### src/rtl/instruction_fetch_unit_pkg.sv
// Shared types and constants for the SPARC fetch stage: FSM states, trap codes,
// the RAM opcode used for instruction reads, and the redirect request bundle.
package sparc_fetch_pkg;

    typedef enum logic [1:0] {
        FETCH_REQ = 2'd0,
        WAIT_MFC  = 2'd1,
        ISSUE     = 2'd2,
        TRAP      = 2'd3
    } fetch_state_e;

    typedef enum logic [2:0] {
        TT_NONE     = 3'b000,
        TT_IACCESS  = 3'b001,
        TT_MISALIGN = 3'b010
    } trap_type_e;

    localparam logic [5:0]  RAM_OP_LDW = 6'b000000;
    localparam logic [31:0] WORD_STEP  = 32'd4;

    // Control-unit redirect request, meaningful only alongside exec_done.
    typedef struct packed {
        logic        redirect;
        logic        annul;
        logic [31:0] target;
    } redirect_req_t;

    function automatic logic is_misaligned(input logic [31:0] addr);
        return addr[1:0] != 2'b00;
    endfunction

endpackage

### src/rtl/instruction_fetch_unit_if.sv
// Bundle of the RAM read port and control-unit handshake around the fetch stage.
// master = fetch unit side, slave = RAM / control unit side.
interface instruction_fetch_unit_if;

    logic [31:0] mem_addr;
    logic        mem_rd;
    logic [5:0]  RAM_OpCode;
    logic [31:0] mem_data;
    logic        MFC;

    logic [31:0] IR_Out;
    logic        ir_valid;
    logic        exec_done;
    logic        redirect;
    logic        annul;
    logic [31:0] redirect_target;

    logic        trap_ack;
    logic [31:0] trap_vector;
    logic [31:0] PC;
    logic [31:0] NPC;
    logic        fetch_err;
    logic [2:0]  tt;

    modport master (
        output mem_addr, mem_rd, RAM_OpCode, IR_Out, ir_valid, PC, NPC, fetch_err, tt,
        input  mem_data, MFC, exec_done, redirect, annul, redirect_target, trap_ack, trap_vector
    );

    modport slave (
        input  mem_addr, mem_rd, RAM_OpCode, IR_Out, ir_valid, PC, NPC, fetch_err, tt,
        output mem_data, MFC, exec_done, redirect, annul, redirect_target, trap_ack, trap_vector
    );

endinterface

### src/rtl/instruction_fetch_unit_pc_seq.sv
// PC/nPC register pair: delayed-branch / annul next-PC selection, trap vector
// load and reset load.
module fetch_pc_sequencer
    import sparc_fetch_pkg::*;
#(
    parameter logic [31:0] RESET_PC = 32'h0000_0000
) (
    input  logic          Clk,
    input  logic          RESET,
    input  logic          advance,
    input  redirect_req_t req,
    input  logic          trap_load,
    input  logic [31:0]   trap_vector,
    output logic [31:0]   pc,
    output logic [31:0]   npc
);

    logic [31:0] pc_nxt, npc_nxt;

    always_comb begin
        pc_nxt  = pc;
        npc_nxt = npc;
        if (trap_load) begin
            pc_nxt  = trap_vector;
            npc_nxt = trap_vector + WORD_STEP;
        end else if (advance) begin
            unique case ({req.redirect, req.annul})
                2'b00: begin
                    pc_nxt  = npc;
                    npc_nxt = npc + WORD_STEP;
                end
                2'b10: begin
                    pc_nxt  = npc;
                    npc_nxt = req.target;
                end
                2'b11: begin
                    pc_nxt  = req.target;
                    npc_nxt = req.target + WORD_STEP;
                end
                default: begin
                    // untaken with annul: skip the delay slot
                    pc_nxt  = npc + WORD_STEP;
                    npc_nxt = npc + (WORD_STEP << 1);
                end
            endcase
        end
    end

    always_ff @(posedge Clk) begin
        if (!RESET) begin
            pc  <= RESET_PC;
            npc <= RESET_PC + WORD_STEP;
        end else begin
            pc  <= pc_nxt;
            npc <= npc_nxt;
        end
    end

endmodule

### src/rtl/instruction_fetch_unit.sv
// SPARC fetch stage: FSM, MFC timeout counter and IR latch around fetch_pc_sequencer.
// Optional FETCH_ALIGN_CHECK_EN traps misaligned PCs instead of issuing the read.
module instruction_fetch_unit
    import sparc_fetch_pkg::*;
#(
    parameter logic [31:0] RESET_PC    = 32'h0000_0000,
    parameter int unsigned MFC_TIMEOUT = 16
) (
    input  logic                      Clk,
    input  logic                      RESET,
    instruction_fetch_unit_if.master  bus
);

    localparam logic [7:0] TMO_LAST = 8'(MFC_TIMEOUT - 1);

    fetch_state_e  state, state_nxt;
    logic [7:0]    tmo_cnt, tmo_cnt_nxt;
    logic [31:0]   ir_q, ir_nxt;
    trap_type_e    tt_q, tt_nxt;
    logic          advance, trap_load, misaligned;
    logic [31:0]   pc, npc;
    redirect_req_t req;

    assign req = '{redirect: bus.redirect, annul: bus.annul, target: bus.redirect_target};

`ifdef FETCH_ALIGN_CHECK_EN
    assign misaligned = is_misaligned(pc);
`else
    assign misaligned = 1'b0;
`endif

    fetch_pc_sequencer #(.RESET_PC(RESET_PC)) u_pc_seq (
        .Clk         (Clk),
        .RESET       (RESET),
        .advance     (advance),
        .req         (req),
        .trap_load   (trap_load),
        .trap_vector (bus.trap_vector),
        .pc          (pc),
        .npc         (npc)
    );

    always_comb begin
        state_nxt   = state;
        tmo_cnt_nxt = tmo_cnt;
        ir_nxt      = ir_q;
        tt_nxt      = tt_q;
        advance     = 1'b0;
        trap_load   = 1'b0;
        unique case (state)
            FETCH_REQ: begin
                tmo_cnt_nxt = '0;
                if (misaligned) begin
                    state_nxt = TRAP;
                    tt_nxt    = TT_MISALIGN;
                end else begin
                    state_nxt = WAIT_MFC;
                end
            end
            WAIT_MFC: begin
                // a completing MFC beats the timeout on the last count
                if (bus.MFC) begin
                    ir_nxt    = bus.mem_data;
                    state_nxt = ISSUE;
                end else if (tmo_cnt == TMO_LAST) begin
                    state_nxt = TRAP;
                    tt_nxt    = TT_IACCESS;
                end else begin
                    tmo_cnt_nxt = tmo_cnt + 8'd1;
                end
            end
            ISSUE: begin
                if (bus.exec_done) begin
                    advance   = 1'b1;
                    state_nxt = FETCH_REQ;
                end
            end
            TRAP: begin
                if (bus.trap_ack) begin
                    trap_load = 1'b1;
                    tt_nxt    = TT_NONE;
                    state_nxt = FETCH_REQ;
                end
            end
            default: state_nxt = FETCH_REQ;
        endcase
    end

    always_ff @(posedge Clk) begin
        if (!RESET) begin
            state   <= FETCH_REQ;
            tmo_cnt <= '0;
            ir_q    <= '0;
            tt_q    <= TT_NONE;
        end else begin
            state   <= state_nxt;
            tmo_cnt <= tmo_cnt_nxt;
            ir_q    <= ir_nxt;
            tt_q    <= tt_nxt;
        end
    end

    // Read strobe is held off while reset is asserted even though state is FETCH_REQ.
    assign bus.mem_rd     = (state == FETCH_REQ) && RESET && !misaligned;
    assign bus.mem_addr   = pc;
    assign bus.RAM_OpCode = RAM_OP_LDW;
    assign bus.IR_Out     = ir_q;
    assign bus.ir_valid   = (state == ISSUE);
    assign bus.fetch_err  = (state == TRAP);
    assign bus.tt         = tt_q;
    assign bus.PC         = pc;
    assign bus.NPC        = npc;

endmodule

### src/flat_wrapper.sv
// flat-port wrapper written by rule: the top's interface ports become plain ports
module instruction_fetch_unit_flat import sparc_fetch_pkg::*;
#(
    parameter logic [31:0] RESET_PC    = 32'h0000_0000,
    parameter int unsigned MFC_TIMEOUT = 16
)
  (Clk, RESET, bus_mem_addr, bus_mem_rd, bus_RAM_OpCode, bus_IR_Out, bus_ir_valid, bus_PC, bus_NPC, bus_fetch_err, bus_tt, bus_mem_data, bus_MFC, bus_exec_done, bus_redirect, bus_annul, bus_redirect_target, bus_trap_ack, bus_trap_vector);
  instruction_fetch_unit_if bus_i ();
  input  logic Clk;
  input  logic RESET;
  output wire logic [$bits(bus_i.mem_addr)-1:0] bus_mem_addr;
  output wire logic [$bits(bus_i.mem_rd)-1:0] bus_mem_rd;
  output wire logic [$bits(bus_i.RAM_OpCode)-1:0] bus_RAM_OpCode;
  output wire logic [$bits(bus_i.IR_Out)-1:0] bus_IR_Out;
  output wire logic [$bits(bus_i.ir_valid)-1:0] bus_ir_valid;
  output wire logic [$bits(bus_i.PC)-1:0] bus_PC;
  output wire logic [$bits(bus_i.NPC)-1:0] bus_NPC;
  output wire logic [$bits(bus_i.fetch_err)-1:0] bus_fetch_err;
  output wire logic [$bits(bus_i.tt)-1:0] bus_tt;
  input wire logic [$bits(bus_i.mem_data)-1:0] bus_mem_data;
  input wire logic [$bits(bus_i.MFC)-1:0] bus_MFC;
  input wire logic [$bits(bus_i.exec_done)-1:0] bus_exec_done;
  input wire logic [$bits(bus_i.redirect)-1:0] bus_redirect;
  input wire logic [$bits(bus_i.annul)-1:0] bus_annul;
  input wire logic [$bits(bus_i.redirect_target)-1:0] bus_redirect_target;
  input wire logic [$bits(bus_i.trap_ack)-1:0] bus_trap_ack;
  input wire logic [$bits(bus_i.trap_vector)-1:0] bus_trap_vector;
  assign bus_mem_addr = bus_i.mem_addr;
  assign bus_mem_rd = bus_i.mem_rd;
  assign bus_RAM_OpCode = bus_i.RAM_OpCode;
  assign bus_IR_Out = bus_i.IR_Out;
  assign bus_ir_valid = bus_i.ir_valid;
  assign bus_PC = bus_i.PC;
  assign bus_NPC = bus_i.NPC;
  assign bus_fetch_err = bus_i.fetch_err;
  assign bus_tt = bus_i.tt;
  assign bus_i.mem_data = bus_mem_data;
  assign bus_i.MFC = bus_MFC;
  assign bus_i.exec_done = bus_exec_done;
  assign bus_i.redirect = bus_redirect;
  assign bus_i.annul = bus_annul;
  assign bus_i.redirect_target = bus_redirect_target;
  assign bus_i.trap_ack = bus_trap_ack;
  assign bus_i.trap_vector = bus_trap_vector;
  instruction_fetch_unit #(.RESET_PC(RESET_PC), .MFC_TIMEOUT(MFC_TIMEOUT)) u_core (.Clk(Clk), .RESET(RESET), .bus(bus_i));
endmodule
### config.mk
export PLATFORM = sky130hd
export DESIGN_NAME = instruction_fetch_unit_flat
export DESIGN_NICKNAME = d
export VERILOG_FILES = /design/src/rtl/instruction_fetch_unit_pkg.sv /design/src/rtl/instruction_fetch_unit_if.sv /design/src/rtl/instruction_fetch_unit_pc_seq.sv /design/src/rtl/instruction_fetch_unit.sv /design/src/flat_wrapper.sv
export SDC_FILE = /design/constraint.sdc
export NUM_CORES = 1
export LEC_CHECK = 0
export ABC_AREA = 1
export CORE_AREA = 2 2 119 168
export CTS_CLUSTER_DIAMETER = 120
export DETAILED_ROUTE_END_ITERATION = 8
export DIE_AREA = 0 0 121 170
export GPL_TIMING_DRIVEN = 1
export PLACE_DENSITY = 0.75
export SLEW_MARGIN = 30
export SYNTH_ARGS = -nofsm -noshare
export SYNTH_HDL_FRONTEND = slang
export SYNTH_SLANG_ARGS = --single-unit
### constraint.sdc
create_clock -name Clk -period 4.5 [get_ports Clk]
set_input_delay 0.9 -clock Clk [delete_from_list [all_inputs] [get_ports Clk]]
set_output_delay 0.9 -clock Clk [all_outputs]
set_load 0.1 [all_outputs]
==> results of run 1 <==
==> tightest hold or removal path: stages, from the launching register on <==
cell     delay, ns
dfxtp_1       0.32
nand2_1       0.06
a21oi_1       0.05
==> flip-flops by register name, summed over array words and instances, names as in the netlist <==
| register | flops |
|---|---|
| u_core.tmo_cnt | 8 |
| u_core.u_pc_seq.pc | 32 |
| u_core.bus.IR_Out | 32 |
| u_core.bus.tt | 1 |
| u_core.state | 2 |
| u_core.u_pc_seq.npc | 32 |
==> how the worst max path moves through the flow <==
stage | to | cells after the start
final | u_core.u_pc_seq.npc[27]$_SDFFE_PN0P_ | 11
after global routing | u_core.u_pc_seq.npc[20]$_SDFFE_PN0P_ | 11
after CTS | u_core.u_pc_seq.npc[20]$_SDFFE_PN0P_ | 11
after detailed placement | u_core.u_pc_seq.npc[20]$_SDFFE_PN0P_ | 11
after global placement | u_core.u_pc_seq.npc[3]$_SDFFE_PN0P_ | 9
after floorplan | bus_mem_rd | 4
==> layer usage <==
metal  GRT usage  vias up  routed length (um)
met2       0.648      547               18600
met3      0.0526      139                2650
met4       0.294        0                3480
met5           0        -                   0
met1       0.392     4828               13600
li1            -     4953                   -
==> kinds of logic (layout without fill, tap and decap cells) <==
kind of cell / after synthesis / in the layout / share of synthesized area
flops: 107 / 107 / 0.253
xor+xnor: 39 / 39 / 0.0404
simple gates: 735 / 735 / 0.382
fa+ha+maj: 5 / 5 / 0.00739
compound gates: 271 / 271 / 0.189
other cells: 1 / 8 / 0.000443
buf+inv: 236 / 402 / 0.128
==> per-stage QoR <==
step	total power, mW	worst slack [ns]
final	4.01	1.26
after global routing	4.13	1.12
after CTS	4.00	1.37
after detailed placement	3.17	0.973
after global placement	3.16	0.929
after floorplan	2.62	0.878
==> area by class of cell <==
cell class	instances	area (um^2)
inverter	133	499
fill	1932	7990
multi-input combinational	1058	5260
sequential	107	2140
tap	248	310
timing repair buffer	253	2490
clock buffer	9	225
clock inverter	7	80.1
==> layout by cell type, fill, tap and decap left out, types with 8 or more instances in the layout <==
cell type	n
nor2_1	148
inv_2	9
a31oi_1	21
a221oi_1	16
nand2_1	352
a21oi_1	107
nand3_1	140
inv_1	122
o221ai_1	23
dfxtp_1	107
conb_1	8
clkbuf_16	9
buf_4	19
clkdlybuf4s50_1	232
nor3_1	19
nand4_1	27
xor2_1	32
o21ai_0	72
nor2_2	16
==> power groups by stage <==
stage	registers, mW	logic [mW]	clock network [mW]
2_1_floorplan	1.81	0.812	0
3_3_place_gp	1.21	1.96	0
3_5_place_dp	1.21	1.96	0
4_1_cts	1.18	1.97	0.851
5_1_grt	1.20	2.06	0.880
6_report	1.19	1.98	0.851
==> synth_stat cells (3+ instances only) <==
cell	count
nand2_2	7
a221oi_1	16
dfxtp_1	107
nor2_1	148
buf_2	23
nand2_1	352
o22ai_1	4
xor2_1	32
inv_2	8
nor3_1	19
o21ai_0	72
nor2_2	16
o211ai_1	6
or2_2	5
a21oi_1	107
nand3b_1	3
ha_1	5
o21bai_1	3
nand4_1	27
a31oi_1	21
nor4_1	4
o221ai_1	23
xnor2_1	7
buf_4	45
a211oi_1	5
o21ai_1	6
inv_1	124
nor2_4	7
nand3_1	140
buf_1	5
nand3_2	4
clkbuf_1	29
==> results.md, run 1 <==
- CTS root buf: clkbuf_16
- Power share of the combinational group: 0.492
- Critical path capture point type: flop
- Reg2Reg Depth: 11
- Ant. Diodes: 0
- Final min period: 3.24 ns
- Skew-Pair Late Insertion Delay: 0.37 ns
- Final ANT Viol Nets: 0
- RD Place Congestion: 1.04
- Worst VDD drop: 0.272 mV
- Hold Crit Depth: 2
- Share of cells above drive strength 1: 0.0555
- CTS resizes: 0
- P_leak: 4.20 nW
- Top post-synthesis cells by area: dfxtp_1 25%, nand2_1 16%, nand3_1 8.3%
- Synth async-reset ratio: 0
- Switching part of the total power: 0.523
- Final #Nets: 1,670
- Slew Viols, Final: 0
- Routed vias/inst: 5.77
- Crit path max-delay family: buffers and inverters
- Synthesized area per cell: 6.07 um^2
- Final period utilization: 0.719
- Share of the synthesized area in the top cell type: 0.253
- Netlist area before placement: 8460 um^2
- Die H: 170 um
- Iter 0 DRT Violations: 908
- Main synth FF type: dfxtp_1
- Drt wl/cell: 21.1 um
- Yosys cell types: 44
- Register share of total power: 0.296
- Max Clk Rate: 309 MHz
- Worst hold path startpoint: u_core.bus.IR_Out[11]$_SDFFE_PN0P_
- Crit path top cell by count: nand2_1
- CP Max Fanout: 31
- Die W: 121 um
- Worst r2r dst: u_core.u_pc_seq.npc[16]$_SDFFE_PN0P_
- Layout Skew: 0.0121 ns
- Max clock buf depth: 2
- Final Util: 0.580
- Htree depth: 3
- CP max-delay cell: clkdlybuf4s50_1
- CTS tree: yes
- IO buf count: 234
- Crit path cell chain: clkdlybuf4s50_1 -> inv_1 -> buf_4 -> nand2_1 -> inv_2 -> nand2_1 -> nand3_1 -> nand2_1 -> nand3_1 -> nand2_1 -> inv_1
- RR Startpoint: u_core.u_pc_seq.npc[2]$_SDFFE_PN1P_
- Pint: 1.92 mW
- Crit Path Class: input port to flop
- Starting Density: 0.445
- DR pass1 iterations: 7
- First-pass GRT wire length: 57.6 mm
- WP buf/inv: 5
- GR Util All Layers: 0.370
- Cells after Synth: 1,394
- Initial antenna violation count: 0
- CP startpoint: bus_annul
- Layout Cells excl Fill: 1,815
- Area Overhead vs Synth: 30.1%
- Number of I/O pins: 243
- CP arrival: 3.55 ns
- Status: completed
- Postcts setup bufs: 0
- Clock Sinks: 107
- Post-synth top area cell: dfxtp_1
- Core area: 19,000 um^2
- DRC: 0
- Synthesized flop and latch total: 107
- Post-route cell area: 11,000 um^2
- Setup TNS: 0 ns
- Post-Route WL: 38.3 mm
- Dpl cells: 1,799
- Critical Path Start Type: input port
- Worst Path Required: 4.82 ns
- HP Class: flop to flop
- PD cells: 365 nW/um^2
- Worst-margin pin slew: 1.02 ns
- EDFF count, synth: 0
- Max-slew headroom: 0.319
- Clock Power Share: 0.212
- Max Cap Viol: 0
- Number of synthesis warnings: 0
- RSZ-0062 raised after global routing: no
- NetSw: 2.10 mW
- Clock transition at the registers of the reported paths: 0.08 ns
- Detailed placer's ending HPWL: 29.8 mm
- Seq/Total Area, Yosys: 0.253
- Slowest stage delay, CP: 0.71 ns
- GRT overflow: 0
- Die area: 20,600 um^2
- Largest net degree at the start of global routing: 55
- Setup violations, final: 0
- Hold slack: 0.465 ns
- DR vias: 10,500
- Hold Path End: u_core.bus.IR_Out[11]$_SDFFE_PN0P_
- CTS buffer count: 9
- Fin. Hold Viols: 0
- Reg2Reg Setup Slack: 2.02 ns
- Row count: 60
- DP Area: 10,700 um^2
- Vias in the first global route: 10,100
- CTS Hold Bufs: 0
No activity file was read; power rests on OpenSTA's default activity.
==> run 2: changes to the inputs <==
==> constraint.sdc (replaced) <==
create_clock -name Clk -period 3.1 [get_ports Clk]
set_input_delay 0.62 -clock Clk [delete_from_list [all_inputs] [get_ports Clk]]
set_output_delay 0.62 -clock Clk [all_outputs]
set_load 0.1 [all_outputs]
==> run 2 against run 1 <==
Against the previous run: first-iteration DRC count rose by 24%; clock power grew 47%; flip-flop and latch count unchanged; sequential share of layout area is 0.22 points higher; utilization down 0.65 points; hold slack improved by 0.0020 ns; via count up 0.50%; power up 45%; routed wire length fell by 5.5%; final cell count rose by 0.88%; largest cell class unchanged; highest routed layer unchanged.
==> results.md, run 2 (synthesis results as in run 1) <==
- Detailed placer's ending HPWL: 28.6 mm
- Critical path capture point type: flop
- Core area: 19,000 um^2
- Max Cap Viol: 0
- Layout Cells excl Fill: 1,831
- Slew Viols, Final: 0
- GRT overflow: 0
- Die H: 170 um
- DP Area: 10,600 um^2
- Die W: 121 um
- CP Max Fanout: 4
- Area Overhead vs Synth: 28.6%
- P_leak: 4.57 nW
- Row count: 60
- CTS buffer count: 9
- CP arrival: 2.92 ns
- Clock Sinks: 107
- Iter 0 DRT Violations: 1,127
- IO buf count: 234
- Largest net degree at the start of global routing: 58
- Postcts setup bufs: 0
- Worst Path Required: 3.42 ns
- Final period utilization: 0.838
- HP Class: flop to flop
- CTS Hold Bufs: 0
- RSZ-0062 raised after global routing: no
- # fillers: 1,898
- Max Clk Rate: 385 MHz
- Max-slew headroom: 0.505
- Post-Route WL: 36.2 mm
- Worst-margin pin slew: 0.743 ns
- Clock transition at the registers of the reported paths: 0.09 ns
- Most common cell after layout, fill and taps aside: nand2_1
- Drt wl/cell: 19.8 um
- Starting Density: 0.445
- Critical Path Start Type: input port
- Sequential cell area: 2140 um^2
- First-pass GRT wire length: 55.1 mm
- Worst VDD drop: 0.365 mV
- CTS root buf: clkbuf_16
- Skew-Pair Late Insertion Delay: 0.38 ns
- Max clock buf depth: 2
- Status: completed
- Final ANT Viol Nets: 0
- Initial antenna violation count: 0
- CTS resizes: 0
- DRC: 0
- Most frequent cells in the layout: 352 x nand2_1, 160 x buf_4, 148 x nor2_1
- DR pass1 iterations: 6
- RD Place Congestion: 1.02
- Setup TNS: 0 ns
- Pwr Total: 5.81 mW
- Number of I/O pins: 243
- Die area: 20,600 um^2
- Final #Nets: 1,686
- Htree depth: 3
- Routed vias/inst: 5.74
- DR vias: 10,500
- Dpl cells: 1,815
- PD cells: 534 nW/um^2
- Share of cells above drive strength 1: 0.147
- Hold slack: 0.467 ns
- Final min period: 2.60 ns
- Crit Path Class: input port to flop
- Fin. Hold Viols: 0
- Area of the multi-input gates: 5260 um^2
- CTS tree: yes
- GR Util All Layers: 0.349
- Post-route cell area: 10,900 um^2
- Setup violations, final: 0
- Vias in the first global route: 9,899
- Ant. Diodes: 0
- Layout Skew: 0.0141 ns
[run 2: cell count changes in the layout (fill, tap and decap cells not counted)]
cell and delta:
clkdlybuf4s50_1 -131, buf_12 +6, inv_2 -1, inv_1 +1, buf_4 +141, clkinvlp_4 -1, clkinv_8 +1
[run 2: cell type report]
type | count | area share
Multi-Input combinational cell | 1058 | 0.483
Timing Repair Buffer | 269 | 0.217
Sequential cell | 107 | 0.197
Inverter | 133 | 0.0459
Tap cell | 248 | 0.0285
Clock buffer | 9 | 0.0207
Clock inverter | 7 | 0.00816
[run 2: power by group]
part	switching (mW)	leakage (nW)	total, mW	internal [mW]
logic	2.19	3.55	2.84	0.648
clock network	0.664	0.153	1.25	0.588
registers	0.201	0.870	1.72	1.52
total	3.05	4.57	5.81	2.75
[run 2: metrics by stage]
step                      utilization  worst slack [ns]
after floorplan                     -            0.0376
after global placement          0.556             0.139
after detailed placement        0.556             0.107
after CTS                       0.573             0.488
after global routing            0.573             0.374
final                           0.573             0.502
[run 2: final timing paths]
path,start,to,slack (ns),cells past startpoint
setup / recovery,bus_trap_vector[2],u_core.u_pc_seq.npc[24]$_SDFFE_PN0P_,0.50,12
hold reg to reg,u_core.bus.IR_Out[17]$_SDFFE_PN0P_,u_core.bus.IR_Out[17]$_SDFFE_PN0P_,0.47,2
hold / removal,u_core.bus.IR_Out[17]$_SDFFE_PN0P_,u_core.bus.IR_Out[17]$_SDFFE_PN0P_,0.47,2
setup reg to reg,u_core.u_pc_seq.npc[2]$_SDFFE_PN1P_,u_core.u_pc_seq.npc[14]$_SDFFE_PN0P_,0.65,10
[run 2: layer usage]
layer  vias up  GRT usage  part of all wire
met3       151     0.0533             0.073
li1       4988          -                 -
met5         -          0                 0
met4         0      0.276             0.093
met2       575      0.590              0.48
met1      4805      0.386              0.36
[run 2: worst max-delay path: stages]
cell and delay (ns):
clkdlybuf4s50_1 0.55, ha_1 0.21, nand2_1 0.16, nor2_2 0.18, nand3_2 0.12, nor2_4 0.18
nand4_4 0.14, nor2_1 0.19, nor2_1 0.06, nor2_1 0.26, o21bai_1 0.15, nor2_1 0.10
